[src/rtl/fwvip_wb_rr_arbiter.sv]
// Round-robin Wishbone arbiter: N_INIT initiators share one target port.
// Grant is held for a whole CYC; a watchdog aborts stalled strobes with ERR.
module fwvip_wb_rr_arbiter #(
   parameter int unsigned N_INIT        = 4,
   parameter int unsigned ADDR_WIDTH    = 32,
   parameter int unsigned DATA_WIDTH    = 32,
   parameter int unsigned MAX_CYCLE_LEN = 256
) (
   input  logic                             clock,
   input  logic                             reset,
   input  logic [N_INIT-1:0]                i_cyc,
   input  logic [N_INIT-1:0]                i_stb,
   input  logic [N_INIT-1:0]                i_we,
   input  logic [N_INIT*ADDR_WIDTH-1:0]     i_adr,
   input  logic [N_INIT*DATA_WIDTH-1:0]     i_dat_w,
   input  logic [N_INIT*DATA_WIDTH/8-1:0]   i_sel,
   output logic [DATA_WIDTH-1:0]            i_dat_r,
   output logic [N_INIT-1:0]                i_ack,
   output logic [N_INIT-1:0]                i_err,
   output logic                             t_cyc,
   output logic                             t_stb,
   output logic                             t_we,
   output logic [ADDR_WIDTH-1:0]            t_adr,
   output logic [DATA_WIDTH-1:0]            t_dat_w,
   output logic [DATA_WIDTH/8-1:0]          t_sel,
   input  logic [DATA_WIDTH-1:0]            t_dat_r,
   input  logic                             t_ack,
   input  logic                             t_err,
   output logic [N_INIT-1:0]                gnt,
   output logic                             timeout
);

   localparam int unsigned SEL_WIDTH = DATA_WIDTH / 8;
   localparam int unsigned OWN_W     = $clog2(N_INIT);
   localparam int unsigned WD_W      = $clog2(MAX_CYCLE_LEN) + 1;

   typedef enum logic [1:0] {
      ST_IDLE  = 2'd0,
      ST_OWN   = 2'd1,
      ST_ABORT = 2'd2
   } state_e;

   state_e              state_q, state_d;
   logic [OWN_W-1:0]    owner_q, owner_d;
   logic [OWN_W-1:0]    last_q, last_d;
   logic [N_INIT-1:0]   gnt_q, gnt_d;
   logic [WD_W-1:0]     wdog_q, wdog_d;
   logic                own_cyc;
   logic                own_stb;
   logic                found;
   int unsigned         idx;

   assign i_dat_r = t_dat_r;
   assign gnt     = gnt_q;
   assign own_cyc = i_cyc[owner_q];
   assign own_stb = i_stb[owner_q] & own_cyc;

   always_ff @(posedge clock or posedge reset) begin
      if (reset) begin
         state_q <= ST_IDLE;
         owner_q <= '0;
         last_q  <= OWN_W'(N_INIT - 1);
         gnt_q   <= '0;
         wdog_q  <= '0;
      end else begin
         state_q <= state_d;
         owner_q <= owner_d;
         last_q  <= last_d;
         gnt_q   <= gnt_d;
         wdog_q  <= wdog_d;
      end
   end

   always_comb begin
      state_d = state_q;
      owner_d = owner_q;
      last_d  = last_q;
      gnt_d   = gnt_q;
      wdog_d  = '0;
      found   = 1'b0;
      idx     = 0;
      t_cyc   = 1'b0;
      t_stb   = 1'b0;
      t_we    = 1'b0;
      t_adr   = '0;
      t_dat_w = '0;
      t_sel   = '0;
      i_ack   = '0;
      i_err   = '0;
      timeout = 1'b0;

      case (state_q)
         ST_IDLE: begin
            // Scan from the initiator after the last owner, wrapping.
            for (int unsigned i = 1; i <= N_INIT; i++) begin
               idx = (32'(last_q) + i) % N_INIT;
               if (!found && i_cyc[OWN_W'(idx)]) begin
                  found   = 1'b1;
                  owner_d = OWN_W'(idx);
               end
            end
            if (found) begin
               gnt_d   = N_INIT'(1) << owner_d;
               last_d  = owner_d;
               state_d = ST_OWN;
            end
         end

         ST_OWN: begin
            t_cyc   = own_cyc;
            t_stb   = own_stb;
            t_we    = i_we[owner_q];
            t_adr   = i_adr[owner_q*ADDR_WIDTH +: ADDR_WIDTH];
            t_dat_w = i_dat_w[owner_q*DATA_WIDTH +: DATA_WIDTH];
            t_sel   = i_sel[owner_q*SEL_WIDTH +: SEL_WIDTH];
            if (own_stb && t_ack) i_ack = gnt_q;
            if (own_stb && t_err) i_err = gnt_q;
            if (!own_cyc) begin
               state_d = ST_IDLE;
               gnt_d   = '0;
            end else if (own_stb && !t_ack && !t_err) begin
               // A response in the limit cycle clears the count and wins.
               wdog_d = wdog_q + WD_W'(1);
               if (wdog_d == WD_W'(MAX_CYCLE_LEN)) state_d = ST_ABORT;
            end
         end

         ST_ABORT: begin
            i_err   = gnt_q;
            timeout = 1'b1;
            state_d = ST_IDLE;
            gnt_d   = '0;
         end

         default: begin
            state_d = ST_IDLE;
            gnt_d   = '0;
         end
      endcase
   end

endmodule
[config.mk]
export PLATFORM = sky130hd
export DESIGN_NAME = fwvip_wb_rr_arbiter
export DESIGN_NICKNAME = d
export VERILOG_FILES = /design/src/rtl/fwvip_wb_rr_arbiter.sv
export SDC_FILE = /design/constraint.sdc
export NUM_CORES = 1
export LEC_CHECK = 0
export ABC_CLOCK_PERIOD_IN_PS = 3300
export CORE_AREA = 3 3 170 172
export DETAILED_ROUTE_END_ITERATION = 12
export DIE_AREA = 0 0 173 175
export PLACE_DENSITY_LB_ADDON = 0.25
export SLEW_MARGIN = 20
export SYNTH_ARGS = -nofsm -noshare
export SYNTH_HDL_FRONTEND = slang
export SYNTH_SLANG_ARGS = --single-unit
[constraint.sdc]
create_clock -name clock -period 3.3 [get_ports clock]
set_input_delay 0.99 -clock clock [delete_from_list [all_inputs] [get_ports clock]]
set_output_delay 0.99 -clock clock [all_outputs]
set_load 0.02 [all_outputs]
==> results.sh, run 1 <==
export IMPL_path_max_fanout=4
export IMPL_layout_setup_ws_ns=-0.0176
export IMPL_synth_area_leader_cell="mux4_2"
export IMPL_core_area_mm2=0.0276
export IMPL_finalSetupViolCount=2
export IMPL_seq_area_um2=485
export IMPL_dieArea_mm2=0.0303
export IMPL_grt_pass1_wl_mm=30.6
export IMPL_grt_ovfl_total=0
export IMPL_n_antenna_cell=0
export IMPL_critPathCaptureType="output port"
export IMPL_critPathSlowestCell="mux4_2"
export IMPL_nets=1015
export IMPL_startpoint="i_cyc[3]"
export IMPL_yosysMostFrequentCell="and2_1"
export IMPL_cp_start_kind="input pin"
export IMPL_rows=61
export IMPL_synth_warnings=0
export IMPL_p_per_area_mw_per_mm2=628
export IMPL_via_count=4293
export IMPL_synth_nets=683
export IMPL_status="finished, violations left"
export IMPL_antenna_found_initial=3
export IMPL_multi_input_area_mm2=0.00290
export IMPL_cts_htree_levels=1
export IMPL_io_pins=436
export IMPL_nFillCells=2976
export IMPL_maxSlewHeadroom_pct=49.5
export IMPL_drt_total_wl_mm=20.8
export IMPL_syn_inst=358
export IMPL_vias_per_cell=4.02
export IMPL_cp_common_cell="buf_6"
export IMPL_syn_avg_cell_area_um2=10.5
export IMPL_total_power_uw=4770
export IMPL_crit_family="multiplexers"
export IMPL_cts_num_sinks=19
export IMPL_reg2reg_slack_ns=1.13
export IMPL_leakage_uw=0.00293
export IMPL_grt_start_max_net_pins=42
export IMPL_post_dp_hpwl_mm=17.6
export IMPL_worst_hold_slack_ns=0.552
export IMPL_syn_cell_area_mm2=0.00375
export IMPL_critPathArrivalTime_ns=2.33
export IMPL_cp_depth=7
export IMPL_yosysTopAreaCellShare_pct=42.6
export IMPL_synth_cell_types=49
export IMPL_required_ns=2.31
export IMPL_place_inst=1061
export IMPL_min_path_type="flop to flop"
export IMPL_place_port_buffers=371
export IMPL_instances_no_fill=1067
export IMPL_cts_tree="done"
export IMPL_die_height_um=175
export IMPL_insertion_delay_ns=0.25
export IMPL_final_core_util_pct=27.5
export IMPL_critPathBufInv=2
export IMPL_synthArstFlopShare_pct=100
export IMPL_die_w_um=173
export IMPL_fin_crit_ns=3.32
export IMPL_seq_area_frac_synth_pct=12.7
export IMPL_clk_pin_slew_worst_paths_ns=0.06
export IMPL_fmax_mhz=301
export IMPL_crit_end="i_err[0]"
export IMPL_crit_type="input pin to output port"
export IMPL_max_clock_path_buffers=2
export IMPL_area_growth_pct=103
export IMPL_slew_viol_final=0
export IMPL_netlist_top_cells_count="75 x and2_1, 71 x mux4_2, 32 x buf_4"
export IMPL_worstMarginPinSlew_ns=0.757
export IMPL_cts_root_buf="clkbuf_16"
export IMPL_first_pass_iters=4
export IMPL_r2r_start="owner_q[0]"
export IMPL_synth_area_top_cells="mux4_2 43%, and2_1 13%, dfrtp_1 11%"
export IMPL_grt_usage_pct=12.9
export IMPL_skew_ns=0.00237
export IMPL_fin_crit_sh_pct=101
export IMPL_critical_path_max_stage_delay_ns=0.52
export IMPL_grt_setup_unrepaired="yes"
export IMPL_crit_chain="buf_6 -> mux4_2 -> and3_4 -> a21oi_4 -> nor2b_4 -> and2_4 -> buf_6"
export IMPL_drive_above_1_share_pct=28.3
export IMPL_wire_per_inst_um=19.5
export IMPL_ant_nets=0
export IMPL_hold_viol=0
export IMPL_drc=0
export IMPL_place_congestion=0.773
export IMPL_drt_iter0_markers=193
export IMPL_cts_hold_buffers=0
export IMPL_synth_edf_count=0
export IMPL_violations="negative setup slack"
export IMPL_initial_core_util_pct=13.6
export IMPL_maxCapViolations=0
export IMPL_ys_ff_latch=19
export IMPL_worst_ir_drop_vdd_v=0.000254
export IMPL_synthFlopType="dfrtp_1"
export IMPL_r2r_cells=6
export IMPL_grt_pass1_vias=4522
export IMPL_cts_buffers_inserted=3
export IMPL_timing_rr_end="gnt[2]"
logic make-up after synthesis:
kind of cell / synth area share (%)
simple gates: 22.9
fa+ha+maj: 1.67
xor+xnor: 1.40
compound gates: 7.54
mux: 42.9
buf+inv: 10.9
flops: 12.7
how the worst min path moves through the flow:
stage / to / start / cells after the start
floorplan: wdog_q[0] / wdog_q[0] / 1
global placement: gnt[3] / gnt[3] / 2
detailed placement: gnt[3] / gnt[3] / 2
CTS: gnt[3] / gnt[3] / 2
global route: wdog_q[0] / wdog_q[0] / 1
finish: wdog_q[0] / wdog_q[0] / 1
registers in the layout, summed over array words and instances (netlist names):
signal,flops
wdog_q,9
gnt,4
last_q,2
owner_q,2
state_q,2
repair_timing:
action | in CTS | in global routing
gates resized for setup | 321 | 39
buffers inserted | 0 | 2
pin swaps | 4 | 2
endpoints found under the setup margin | 79 | 36
power by group:
group	total, µW	switching, µW	internal (µW)
clock network	253	90.4	163
registers	421	120	302
logic	4100	2040	2060
layout by cell type (no fill, tap or decap), drive strengths merged, types with 2 or more instances in the layout:
master,Yosys,routed
or3,2,2
ha,5,5
nand2b,5,5
and2,75,75
and3,8,8
clkdlybuf4s50,0,283
nand4,3,3
nor2b,3,3
nand3,6,6
or2,2,2
mux4,71,71
o21ai,4,4
dlygate4sd2,0,3
clkbuf,17,14
o21bai,2,2
nor3,7,7
xnor2,4,4
and3b,3,3
buf,45,81
dfstp,2,2
dfrtp,17,17
inv,7,7
clkdlybuf4s15,0,11
a21boi,3,3
xor2,2,2
o22ai,2,2
nand2,15,15
a21oi,3,3
nor2,18,18
o31ai,10,10
final cells by class:
type	count	share of cell area, %
repair buffers	389	47.8
multi-input cells	270	38.2
flip-flops and latches	19	6.39
well taps	378	6.23
clock buffers	3	0.988
inverters	7	0.346
clock inverters	1	0.0659
layer usage:
metal	GRT usage [%]	wire (µm)	up-vias
met1	16.0	8280	2080
li1	-	-	1994
met4	1.08	116	6
met3	3.72	1660	12
met2	22.9	10700	201
met5	0	38	-
per-stage QoR:
| stage | cell area, µm² | TNS [ns] | setup WS (ns) |
|---|---|---|---|
| CTS | 7690 | -0.0322 | -0.0212 |
| global placement | 7760 | -27.52 | -0.842 |
| finish | 7600 | -0.0346 | -0.0176 |
| global route | 7600 | -0.184 | -0.0557 |
| detailed placement | 7760 | -27.14 | -0.826 |
| floorplan | 3750 | 0 | 0.118 |
No activity file was read; power rests on OpenSTA's default activity.
==> run 2, diff against run 1 <==
Settings changed: PLACE_DENSITY set to 0.44, PLACE_DENSITY_LB_ADDON 0.25 to unset, RECOVER_POWER set to 50.
==> results.sh, run 2 (synthesis gave the netlist of run 1 again) <==
export IMPL_status="finished clean"
export IMPL_vias_per_cell=4.04
export IMPL_drt_iter0_markers=196
export IMPL_die_height_um=175
export IMPL_cts_buffers_inserted=3
export IMPL_instances_no_fill=1069
export IMPL_drive_above_1_share_pct=27.7
export IMPL_worst_ir_drop_vdd_v=0.000212
export IMPL_crit_type="input pin to output port"
export IMPL_largest_register_ffs=9
export IMPL_cts_htree_levels=1
export IMPL_wire_per_inst_um=20.7
export IMPL_place_port_buffers=371
export IMPL_required_ns=2.31
export IMPL_fin_crit_ns=3.29
export IMPL_skew_ns=0.00203
export IMPL_cts_num_sinks=19
export IMPL_final_common_cell="clkdlybuf4s50_1"
export IMPL_antenna_found_initial=2
export IMPL_finalSetupViolCount=0
export IMPL_cts_hold_buffers=0
export IMPL_grt_ovfl_total=0
export IMPL_insertion_delay_ns=0.25
export IMPL_cts_root_buf="clkbuf_16"
export IMPL_worst_hold_slack_ns=0.557
export IMPL_critPathArrivalTime_ns=2.30
export IMPL_rows=61
export IMPL_min_path_type="flop to flop"
export IMPL_crit_family="multiplexers"
export IMPL_place_inst=1063
export IMPL_slew_viol_final=0
export IMPL_maxSlewHeadroom_pct=48.1
export IMPL_worstMarginPinSlew_ns=0.777
export IMPL_maxCapViolations=0
export IMPL_via_count=4321
export IMPL_crit_chain="buf_6 -> mux4_2 -> and3_4 -> a21oi_2 -> nor2b_2 -> and2_4 -> buf_6"
export IMPL_ant_nets=0
export IMPL_clk_pin_slew_worst_paths_ns=0.06
export IMPL_leakage_uw=0.00291
export IMPL_first_pass_iters=4
export IMPL_fin_crit_sh_pct=99.7
export IMPL_initial_core_util_pct=13.6
export IMPL_critPathBufInv=2
export IMPL_drc=0
export IMPL_grt_setup_unrepaired="yes"
export IMPL_fmax_mhz=304
export IMPL_area_growth_pct=100
export IMPL_placed_area_mm2=0.00773
export IMPL_nets=1016
export IMPL_grt_pass1_vias=4645
export IMPL_critPathCaptureType="output port"
export IMPL_final_cell_mix="277 x clkdlybuf4s50_1, 73 x and2_1, 71 x mux4_2"
export IMPL_cp_start_kind="input pin"
export IMPL_stdcell_area_mm2=0.00751
export IMPL_place_congestion=0.781
export IMPL_drt_total_wl_mm=22.1
export IMPL_p_per_area_mw_per_mm2=634
export IMPL_hold_viol=0
export IMPL_die_w_um=173
export IMPL_grt_usage_pct=13.8
export IMPL_critical_path_max_stage_delay_ns=0.52
export IMPL_cts_tree="done"
export IMPL_grt_pass1_wl_mm=32.2
export IMPL_grt_start_max_net_pins=40
export IMPL_max_clock_path_buffers=2
export IMPL_dieArea_mm2=0.0303
export IMPL_io_pins=436
export IMPL_post_dp_hpwl_mm=18.7
export IMPL_path_max_fanout=4
export IMPL_regMostFlops="wdog_q"
export IMPL_critPathSlowestCell="mux4_2"
export IMPL_cp_common_cell="buf_6"
export IMPL_core_area_mm2=0.0276
==> run 2: path summary, 6_finish.rpt <==
kind | from | endpoint | slack [ns] | cells after the start
setup / recovery | i_stb[3] | i_err[0] | 0.008 | 7
hold / removal | wdog_q[0] | wdog_q[0] | 0.56 | 1
setup reg to reg | owner_q[0] | gnt[2] | 1.08 | 6
hold reg to reg | wdog_q[0] | wdog_q[0] | 0.56 | 1
max in group asynchronous | reset | owner_q[1] | 1.41 | 2
min in group asynchronous | reset | wdog_q[0] | 1.32 | 2
==> run 2: area by class of cell <==
cell class | count | area, µm²
Fill cell | 2993 | 20100
Antenna cell | 1 | 2.50
Tap cell | 378 | 473
Multi-Input combinational cell | 270 | 2880
Sequential cell | 19 | 485
Timing Repair Buffer | 390 | 3570
Inverter | 7 | 26.3
Clock buffer | 4 | 78.8
==> run 2: timing repair <==
| action | CTS | global route |
|---|---|---|
| gates resized for setup | 303 | 42 |
| setup endpoints to repair | 77 | 38 |
| pin swaps | 5 | 2 |
| buffers inserted | 1 | 0 |
==> run 2: per-layer routing <==
metal  routed length [µm]  global-route usage, %
met4                  104                   1.62
met5                    0                      0
met2                11100                   23.9
met3                 1570                   3.76
met1                 9330                   17.8
==> run 2: per-stage QoR <==
stage | setup slack [ns] | TNS, ns | power (µW) | utilization, %
2_1_floorplan | 0.118 | 0 | 3000 | -
3_3_place_gp | -0.801 | -26.81 | 5020 | 28.0
3_5_place_dp | -0.786 | -26.48 | 4980 | 28.0
4_1_cts | -0.00879 | -0.00879 | 5000 | 27.8
5_1_grt | -0.0410 | -0.133 | 5120 | 27.2
6_report | 0.00849 | 0 | 4760 | 27.2
==> run 2: report_power, final <==
| group | internal [µW] | switching (µW) | leakage [µW] |
|---|---|---|---|
| clock network | 164 | 91.7 | 0.0000382 |
| logic | 2000 | 2080 | 0.00262 |
| registers | 302 | 121 | 0.000248 |
| total | 2470 | 2290 | 0.00291 |
==> run 3, diff against run 2 <==
Settings changed: ABC_AREA set to 1, CORE_AREA 3 3 170 172 to 10 10 160 162, DIE_AREA 0 0 173 175 to 0 0 170 172, PLACE_DENSITY 0.44 to 0.54, SLEW_MARGIN 20 to unset.
==> results.sh, run 3 <==
export IMPL_status="finished clean"
export IMPL_synthArstFlopShare_pct=100
export IMPL_synth_cell_types=32
export IMPL_synth_nets=1113
export IMPL_p_per_area_mw_per_mm2=723
export IMPL_place_congestion=0.834
export IMPL_critPathCaptureType="output port"
export IMPL_seq_area_um2=483
export IMPL_stdcell_area_mm2=0.00784
export IMPL_fin_crit_sh_pct=99.4
export IMPL_io_pins=436
export IMPL_grt_ovfl_total=0
export IMPL_placed_area_mm2=0.00787
export IMPL_leakage_uw=0.00343
export IMPL_cts_hold_buffers=0
export IMPL_antenna_found_initial=1
export IMPL_rows=55
export IMPL_area_growth_pct=96.9
export IMPL_cts_root_buf="clkbuf_16"
export IMPL_critPathSlowestCell="clkdlybuf4s50_1"
export IMPL_finalSetupViolCount=0
export IMPL_critical_path_max_stage_delay_ns=0.46
export IMPL_syn_avg_cell_area_um2=5.05
export IMPL_seq_area_frac_synth_pct=12.0
export IMPL_skew_ns=0.00721
export IMPL_critPathArrivalTime_ns=2.29
export IMPL_cts_htree_levels=1
export IMPL_slew_viol_final=0
export IMPL_drive_above_1_share_pct=7.94
export IMPL_cp_start_kind="input pin"
export IMPL_synthFlopType="dfrtp_1"
export IMPL_final_core_util_pct=35.0
export IMPL_drc=0
export IMPL_post_dp_hpwl_mm=21.1
export IMPL_synth_area_leader_cell="nor2_1"
export IMPL_worst_ir_drop_vdd_v=0.000398
export IMPL_place_ws_ns=-0.772
export IMPL_insertion_delay_ns=0.25
export IMPL_fin_crit_ns=3.28
export IMPL_path_max_fanout=1
export IMPL_wire_per_inst_um=18.6
export IMPL_yosysTopAreaCellShare_pct=28.0
export IMPL_syn_inst=788
export IMPL_multi_input_area_mm2=0.00288
export IMPL_synth_warnings=0
export IMPL_layout_setup_ws_ns=0.0200
export IMPL_final_common_cell="nor2_1"
export IMPL_yosysMostFrequentCell="nor2_1"
export IMPL_grt_pass1_wl_mm=36.5
export IMPL_n_antenna_cell=0
export IMPL_grt_start_max_net_pins=56
export IMPL_final_cell_mix="296 x nor2_1, 279 x clkdlybuf4s50_1, 145 x o21ai_0"
export IMPL_dieArea_mm2=0.0292
export IMPL_synth_area_top_cells="nor2_1 28%, o21ai_0 18%, dfrtp_1 11%"
export IMPL_cts_buffers_inserted=3
export IMPL_largest_register_ffs=9
export IMPL_fmax_mhz=305
export IMPL_hold_viol=0
export IMPL_first_pass_iters=5
export IMPL_fin_setup_tns_ns=0
export IMPL_synth_edf_count=0
export IMPL_crit_chain="clkdlybuf4s50_1 -> nor2_1 -> nor2_1 -> o21ai_0 -> a21oi_1 -> clkdlybuf4s15_1"
export IMPL_total_power_uw=5660
export IMPL_crit_type="input pin to output port"
export IMPL_vias_per_cell=4.38
export IMPL_cp_common_cell="nor2_1"
export IMPL_clk_pin_slew_worst_paths_ns=0.05
export IMPL_drt_iter0_markers=439
export IMPL_required_ns=2.31
export IMPL_min_path_type="flop to flop"
export IMPL_regMostFlops="wdog_q"
export IMPL_ys_ff_latch=19
export IMPL_via_count=6107
export IMPL_die_w_um=170
export IMPL_maxCapViolations=0
export IMPL_maxSlewHeadroom_pct=48.3
export IMPL_drt_total_wl_mm=25.8
export IMPL_nets=1434
export IMPL_grt_setup_unrepaired="no"
export IMPL_nFillCells=2469
export IMPL_cts_num_sinks=19
export IMPL_cts_tree="done"
export IMPL_die_height_um=172
export IMPL_worstMarginPinSlew_ns=0.775
export IMPL_syn_cell_area_mm2=0.00398
export IMPL_netlist_top_cells_count="297 x nor2_1, 143 x o21ai_0, 71 x a21oi_1, 69 x nand2_1, 37 x clkbuf_1"
export IMPL_core_area_mm2=0.0224
export IMPL_max_clock_path_buffers=2
export IMPL_grt_pass1_vias=5864
export IMPL_initial_core_util_pct=17.8
export IMPL_grt_usage_pct=15.8
export IMPL_place_port_buffers=371
export IMPL_ant_nets=0
-- run 3: cell count changes after synthesis, moves of 10 or more --
cell / change
inv_1: +24
o21ai_0: +140
o31ai_1: -10
a21oi_1: +69
nand3_1: +12
mux4_2: -71
buf_1: +12
nand2_1: +54
and2_1: -75
clkbuf_1: +20
nor2_1: +280
-- run 3: worst paths after layout --
kind	startpoint	end	slack, ns	depth (start not counted)
setup / recovery	i_dat_w[73]	t_dat_w[9]	0.02	6
hold / removal	wdog_q[0]	wdog_q[0]	0.50	1
setup reg to reg	last_q[0]	gnt[1]	1.15	11
hold reg to reg	wdog_q[0]	wdog_q[0]	0.50	1
max in group asynchronous	reset	owner_q[0]	1.42	2
min in group asynchronous	reset	owner_q[0]	1.31	2
-- run 3: final cells by class --
| class | instances | area share, % |
|---|---|---|
| inverters | 37 | 1.84 |
| multi-input cells | 642 | 36.8 |
| well taps | 285 | 4.55 |
| flip-flops and latches | 19 | 6.16 |
| clock buffers | 4 | 1.01 |
| repair buffers | 406 | 49.6 |
-- run 3: where the power goes --
group	switching [µW]	total (µW)	leakage (µW)	internal (µW)
logic	3150	5010	0.00314	1860
registers	98.7	403	0.000248	305
clock network	86.9	251	0.0000382	164
total	3330	5660	0.00343	2330
-- run 3: what timing repair did --
action,CTS,global route
resized for setup,122,41
buffers inserted,2,0
setup endpoints to repair,76,24
pin swaps,2,7
-- run 3: metrics by stage --
step,cells,hold slack (ns)
2_1_floorplan,788,0.461
6_report,1393,0.498
3_3_place_gp,1387,0.485
3_5_place_dp,1387,0.494
4_1_cts,1393,0.502
5_1_grt,1393,0.534
-- run 3: critical path: cells and delay by family --
family / cells / cell delay, ns
compound gates: 2 / 0.40
buf+inv: 2 / 0.79
simple gates: 2 / 0.12
-- run 3: cells by family (layout without fill, tap and decap cells) --
family          after synthesis  after routing  share of synthesized area, %
compound gates              224            224                          28.3
xor+xnor                      4              4                         0.880
fa+ha+maj                     5              5                          1.57
buf+inv                     127            447                          16.0
flops                        19             19                          12.0
simple gates                409            409                          41.2
-- run 3: per-layer routing --
layer | part of all wire [%] | GRT usage [%] | wire, µm | up-vias
li1 | - | - | - | 3149
met1 | 41 | 19.2 | 10700 | 2717
met2 | 50 | 28.0 | 13000 | 215
met3 | 7.4 | 4.08 | 1910 | 24
met4 | 1.0 | 1.91 | 265 | 2
met5 | 0.043 | 0 | 11 | -
==> RTL change 1 (config.mk and constraints of run 2) <==
Set the parameter `ADDR_WIDTH` to 40 (it was 32).
--- a/src/rtl/fwvip_wb_rr_arbiter.sv
+++ b/src/rtl/fwvip_wb_rr_arbiter.sv
@@ -2,7 +2,7 @@
 // Grant is held for a whole CYC; a watchdog aborts stalled strobes with ERR.
 module fwvip_wb_rr_arbiter #(
    parameter int unsigned N_INIT        = 4,
-   parameter int unsigned ADDR_WIDTH    = 32,
+   parameter int unsigned ADDR_WIDTH    = 40,
    parameter int unsigned DATA_WIDTH    = 32,
    parameter int unsigned MAX_CYCLE_LEN = 256
 ) (
Interface: changed (resized i_adr and t_adr); port bits go from 436 to 476. The function was not compared with the original's and may differ.
==> RTL change 1 against run 2 <==
- the run now ends with setup timing left
- non-clock buffer count is 38 higher
- synthesized area grew 6.4%
- combinational power is 6.6% higher
- die area stayed put
- highest routed layer is now met5
- sequential share of layout area decreased by 0.49 points
- final area rose by 8.1%
- total power rose by 5.8%
- sequential power up 3%
- wire length up 9.0%
- worst setup slack got worse by 16 ps
- sequential cell count is the same
==> RTL change 1: results (changes against run 2) <==
- Min Hold Slack: 539.9 ps (-17.11 ps)
- Filler cells: 2960 (-1.1%)
- Nets: 1092 (+7.5%)
- Wire length on met2: 12300 um (+11%)
- N_diodes: 0 (-1)
- First-pass GRT wire length: 35000 um (+8.6%)
- R2R depth: 7 (+1)
- Vias in the first global route: 4832 (+4.0%)
- Yosys cell types: 43 (-12%)
- Xor and xnor area share after synthesis: 1.756% (+0.36 points)
- Max FO, Critical Path: 7 (+3)
- Gate Count Post-Synth: 371 (+3.6%)
- Failing checks: setup timing
- Compound-Gate Fraction of Synth Area: 5.927% (-1.6 points)
- Pin count of the biggest net entering global routing: 46 (+15%)
- Routability congestion estimate: 0.7829 (+0.23%)
- Fin cells: 1112 (+4.0%)
- Mapped Nets: 728 (+6.6%)
- Sequential area share after synthesis: 11.98% (-0.76 points)
- Critical path capture point: i_ack[3]
- Clock-cell share: 0.9704% (-0.079 points)
- Worst Skew: 4.154 ps (+2.127 ps)
- Power share of the sequential group: 8.6% (-0.3 points)
- Top layer in use: met5
- Starting DRT DRC Count: 176 (-10%)
- Non-clk buf share: 48.98% (+1.5 points)
- Dpl hpwl: 20270 um (+8.3%)
- Buffers excl. clock: 428 (+9.7%)
- Placed cell area: 8366 um2 (+8.2%)
- # port buffers: 411 (+11%)
- LEAKAGE: 3.118 nW (+7.2%)
- Routed WL: 24090 um (+9.0%)
- Share of layout cells above drive strength 1: 27.93% (+0.25 points)
- Slew @ Worst Pin: 777.6 ps (+0.3803 ps)
- Final Setup Violations: 3 (+3)
- Dpl ws: -805.0 ps (-19.47 ps)
- Total negative slack: -13.29 ps (-13.29 ps)
- Crit path largest cell delay: 540 ps (+20 ps)
- Multi-input gate share of total cell area: 37.92% (-0.42 points)
- Final setup margin: -7.745 ps (-16.24 ps)
- Status: finished, violations left
- Synth Area in Adders: 1.568% (-0.10 points)
- Combinational Power Share: 86.3% (+0.6 points)
- Mean number of vias per cell: 4.069 (+0.67%)
- Global-route usage over all layers: 15.10% (+1.3 points)
- Int Pwr: 2.653 mW (+7.5%)
- Initial antenna violation count: 3 (+1)
- Comb_multi_in: 276 (+2.2%)
- Synth Flop Type: dfrtp_1
- Arr. time, crit path: 2320 ps (+20 ps)
- CLK BUF: 4 (unchanged)
- Switching part of the total: 47.33% (-0.85 points)
==> RTL change 1: cell types whose count changed in the layout (fill, tap and decap cells not counted), sizes merged, moves of 4 or more <==
cell	run 2	this run
and2	75	82
clkdlybuf4s50	277	310
clkdlybuf4s15	10	14
buf	84	79
clkbuf	15	22
o31ai	10	4
mux4	71	80
a21oi	3	8
==> RTL change 1: repair_timing <==
item / CTS / global route
setup endpoints to repair: 87 / 45
endpoints found under the hold margin: 0 / 0
gates resized for setup: 333 / 45
pin swaps: 6 / 1
setup buffers: 0 / 0
==> RTL change 1: critical path: cells and delay by family <==
kind / cells / cell delay (ps)
buffers and inverters: 3 / 370
AND/OR/NAND/NOR: 2 / 420
multiplexers: 1 / 540
==> RTL change 1: logic make-up (layout without fill, tap and decap cells) <==
logic type / count (synthesis) / after routing
compound gates: 31 / 31
xor+xnor: 8 / 8
fa+ha+maj: 5 / 5
buf+inv: 76 / 439
flops: 19 / 19
mux: 83 / 83
simple gates: 149 / 149
==> RTL change 2 (settings of run 2) <==
Without the edit above. Register the output `i_err`, cleared by the reset; this adds one clock of latency there. The other outputs are not delayed to match.
--- a/src/rtl/fwvip_wb_rr_arbiter.sv
+++ b/src/rtl/fwvip_wb_rr_arbiter.sv
@@ -39,6 +39,8 @@
       ST_OWN   = 2'd1,
       ST_ABORT = 2'd2
    } state_e;
+
+   logic [N_INIT-1:0] i_err_d;
 
    state_e              state_q, state_d;
    logic [OWN_W-1:0]    owner_q, owner_d;
@@ -86,7 +88,7 @@
       t_dat_w = '0;
       t_sel   = '0;
       i_ack   = '0;
-      i_err   = '0;
+      i_err_d = '0;
       timeout = 1'b0;
 
       case (state_q)
@@ -114,7 +116,7 @@
             t_dat_w = i_dat_w[owner_q*DATA_WIDTH +: DATA_WIDTH];
             t_sel   = i_sel[owner_q*SEL_WIDTH +: SEL_WIDTH];
             if (own_stb && t_ack) i_ack = gnt_q;
-            if (own_stb && t_err) i_err = gnt_q;
+            if (own_stb && t_err) i_err_d = gnt_q;
             if (!own_cyc) begin
                state_d = ST_IDLE;
                gnt_d   = '0;
@@ -126,7 +128,7 @@
          end
 
          ST_ABORT: begin
-            i_err   = gnt_q;
+            i_err_d = gnt_q;
             timeout = 1'b1;
             state_d = ST_IDLE;
             gnt_d   = '0;
@@ -139,4 +141,12 @@
       endcase
    end
 
+   always_ff @(posedge clock or posedge reset) begin
+      if (reset) begin
+         i_err <= '0;
+      end else begin
+         i_err <= i_err_d;
+      end
+   end
+
 endmodule
Behaviour: not the same (Yosys sat finds a counterexample within 4 cycles, from zero or initial values and one cycle with reset high).
==> RTL change 2 against run 2 <==
- synthesized area is 0.93% higher
- worst hold slack worse by 8.9 ps
- clock power increased by 3%
- worst setup slack about the same
- wire length down 13%
- total power is 1.5% lower
- final area grew 2.5%
- via count fell by 2.2%
- sequential cell count increased by 4
- largest power group unchanged
==> RTL change 2: results (changes against run 2) <==
- Status: finished clean
- Placed instance count: 1061 (-0.19%)
- First-pass GRT wire length: 28490 um (-12%)
- Post-synthesis mux area share: 42.76% (-0.13 points)
- Most frequent cells after synthesis: and2_1 (75), mux4_2 (71), buf_4 (32)
- Global-route usage over all layers: 11.95% (-1.9 points)
- Nets: 1013 (-0.30%)
- Worst Skew: 1.717 ps (-0.3096 ps)
- Pin count of the biggest net entering global routing: 44 (+10%)
- CP top delay family: buffers and inverters
- Share of layout cells above drive strength 1: 26.93% (-0.75 points)
- Mean number of vias per cell: 3.969 (-1.8%)
- Reg2reg end: i_err[2]
- Setup Buffers After CTS: 0 (-1)
- Routed WL: 19130 um (-13%)
- Seq area share: 7.607% (+1.1 points)
- Clock-cell share: 1.040% (-0.0090 points)
- Int Pwr: 2.562 mW (+3.8%)
- M1 wire length: 7974 um (-15%)
- Arr. time, crit path: 2300 ps (about the same)
- Met3 Use GR: 3.346% (-0.41 points)
- Dpl hpwl: 16000 um (-14%)
- Crit path max-delay cell type: clkdlybuf4s50_1
- Synth Area in Adders: 1.652% (-0.015 points)
- Critical path capture point: t_adr[2]
- Peak supply drop: 258.1 uV (+22%)
- Wire length on met2: 9617 um (-13%)
- Reg2reg setup slack: 1160 ps (+80 ps)
- Filler cells: 2954 (-1.3%)
- Yosys cell types: 44 (-10%)
- Multi-input gate area: 2814 um2 (-2.3%)
- Placed cell area: 7850 um2 (+1.5%)
- H-Tree Depth: 1 (unchanged)
- Number of remaining DRC errors: 0 (unchanged)
- Comb_multi_in: 259 (-4.1%)
- Non-clk buf share: 48.31% (+0.84 points)
- Xor and xnor area share after synthesis: 1.619% (+0.22 points)
- Max FO, Critical Path: 1 (-3)
- Sequential cell count: 23 (+4)
- Vias in the first global route: 4562 (-1.8%)
- Routability congestion estimate: 0.7343 (-6.0%)
- Slew @ Worst Pin: 729.4 ps (-47.79 ps)
- Worst Setup SP: i_adr[2]
- Compound-Gate Fraction of Synth Area: 6.675% (-0.86 points)
- CLK BUF: 3 (-1)
- WL per Instance: 17.96 um (-13%)
- Crit path largest cell delay: 480 ps (-40 ps)
- Sequential area share after synthesis: 15.27% (+2.5 points)
- LEAKAGE: 2.976 nW (+2.3%)
- Routing usage on met1: 15.04% (-2.7 points)
- Top post-synthesis cells by area: mux4_2 (42%), dfrtp_1 (14%), and2_1 (12%), buf_4 (6.3%), o21ai_0 (1.7%)
- Dpl ws: -712.2 ps (+73.35 ps)
- Buffers excl. clock: 394 (+1.0%)
- Post-CTS sizing: 239 (-21%)
- Starting DRT DRC Count: 123 (-37%)
- Mapped Nets: 678 (-0.73%)
- Multi-input gate share of total cell area: 36.56% (-1.8 points)
- N_diodes: 0 (-1)
- Initial antenna violation count: 0 (-2)
- Routing usage on met2: 21.13% (-2.7 points)
-- RTL change 2: cell types whose count changed in the layout (fill, tap and decap cells not counted), sizes merged, moves of 6 or more --
cell,before,now
clkdlybuf4s15,10,22
clkbuf,15,31
o31ai,10,3
o21ai,4,13
dlygate4sd2,2,8
nand2,15,7
buf,84,52
-- RTL change 2: worst min-delay path by stage --
stage	startpoint	to	slack, ps	cells past startpoint
after floorplan	state_q[1]	state_q[1]	490	2
after global placement	wdog_q[8]	wdog_q[8]	520	2
after detailed placement	wdog_q[8]	wdog_q[8]	540	2
after CTS	wdog_q[8]	wdog_q[8]	550	2
after global routing	wdog_q[8]	wdog_q[8]	570	2
final	wdog_q[8]	wdog_q[8]	550	2
-- RTL change 2: power groups by stage --
stage | sequential (mW) | clock (mW) | combinational, mW
floorplan | 0.395 | 0 | 2.59
global placement | 0.499 | 0 | 4.41
detailed placement | 0.496 | 0 | 4.39
CTS | 0.491 | 0.277 | 4.18
global route | 0.508 | 0.287 | 4.26
finish | 0.487 | 0.264 | 3.94
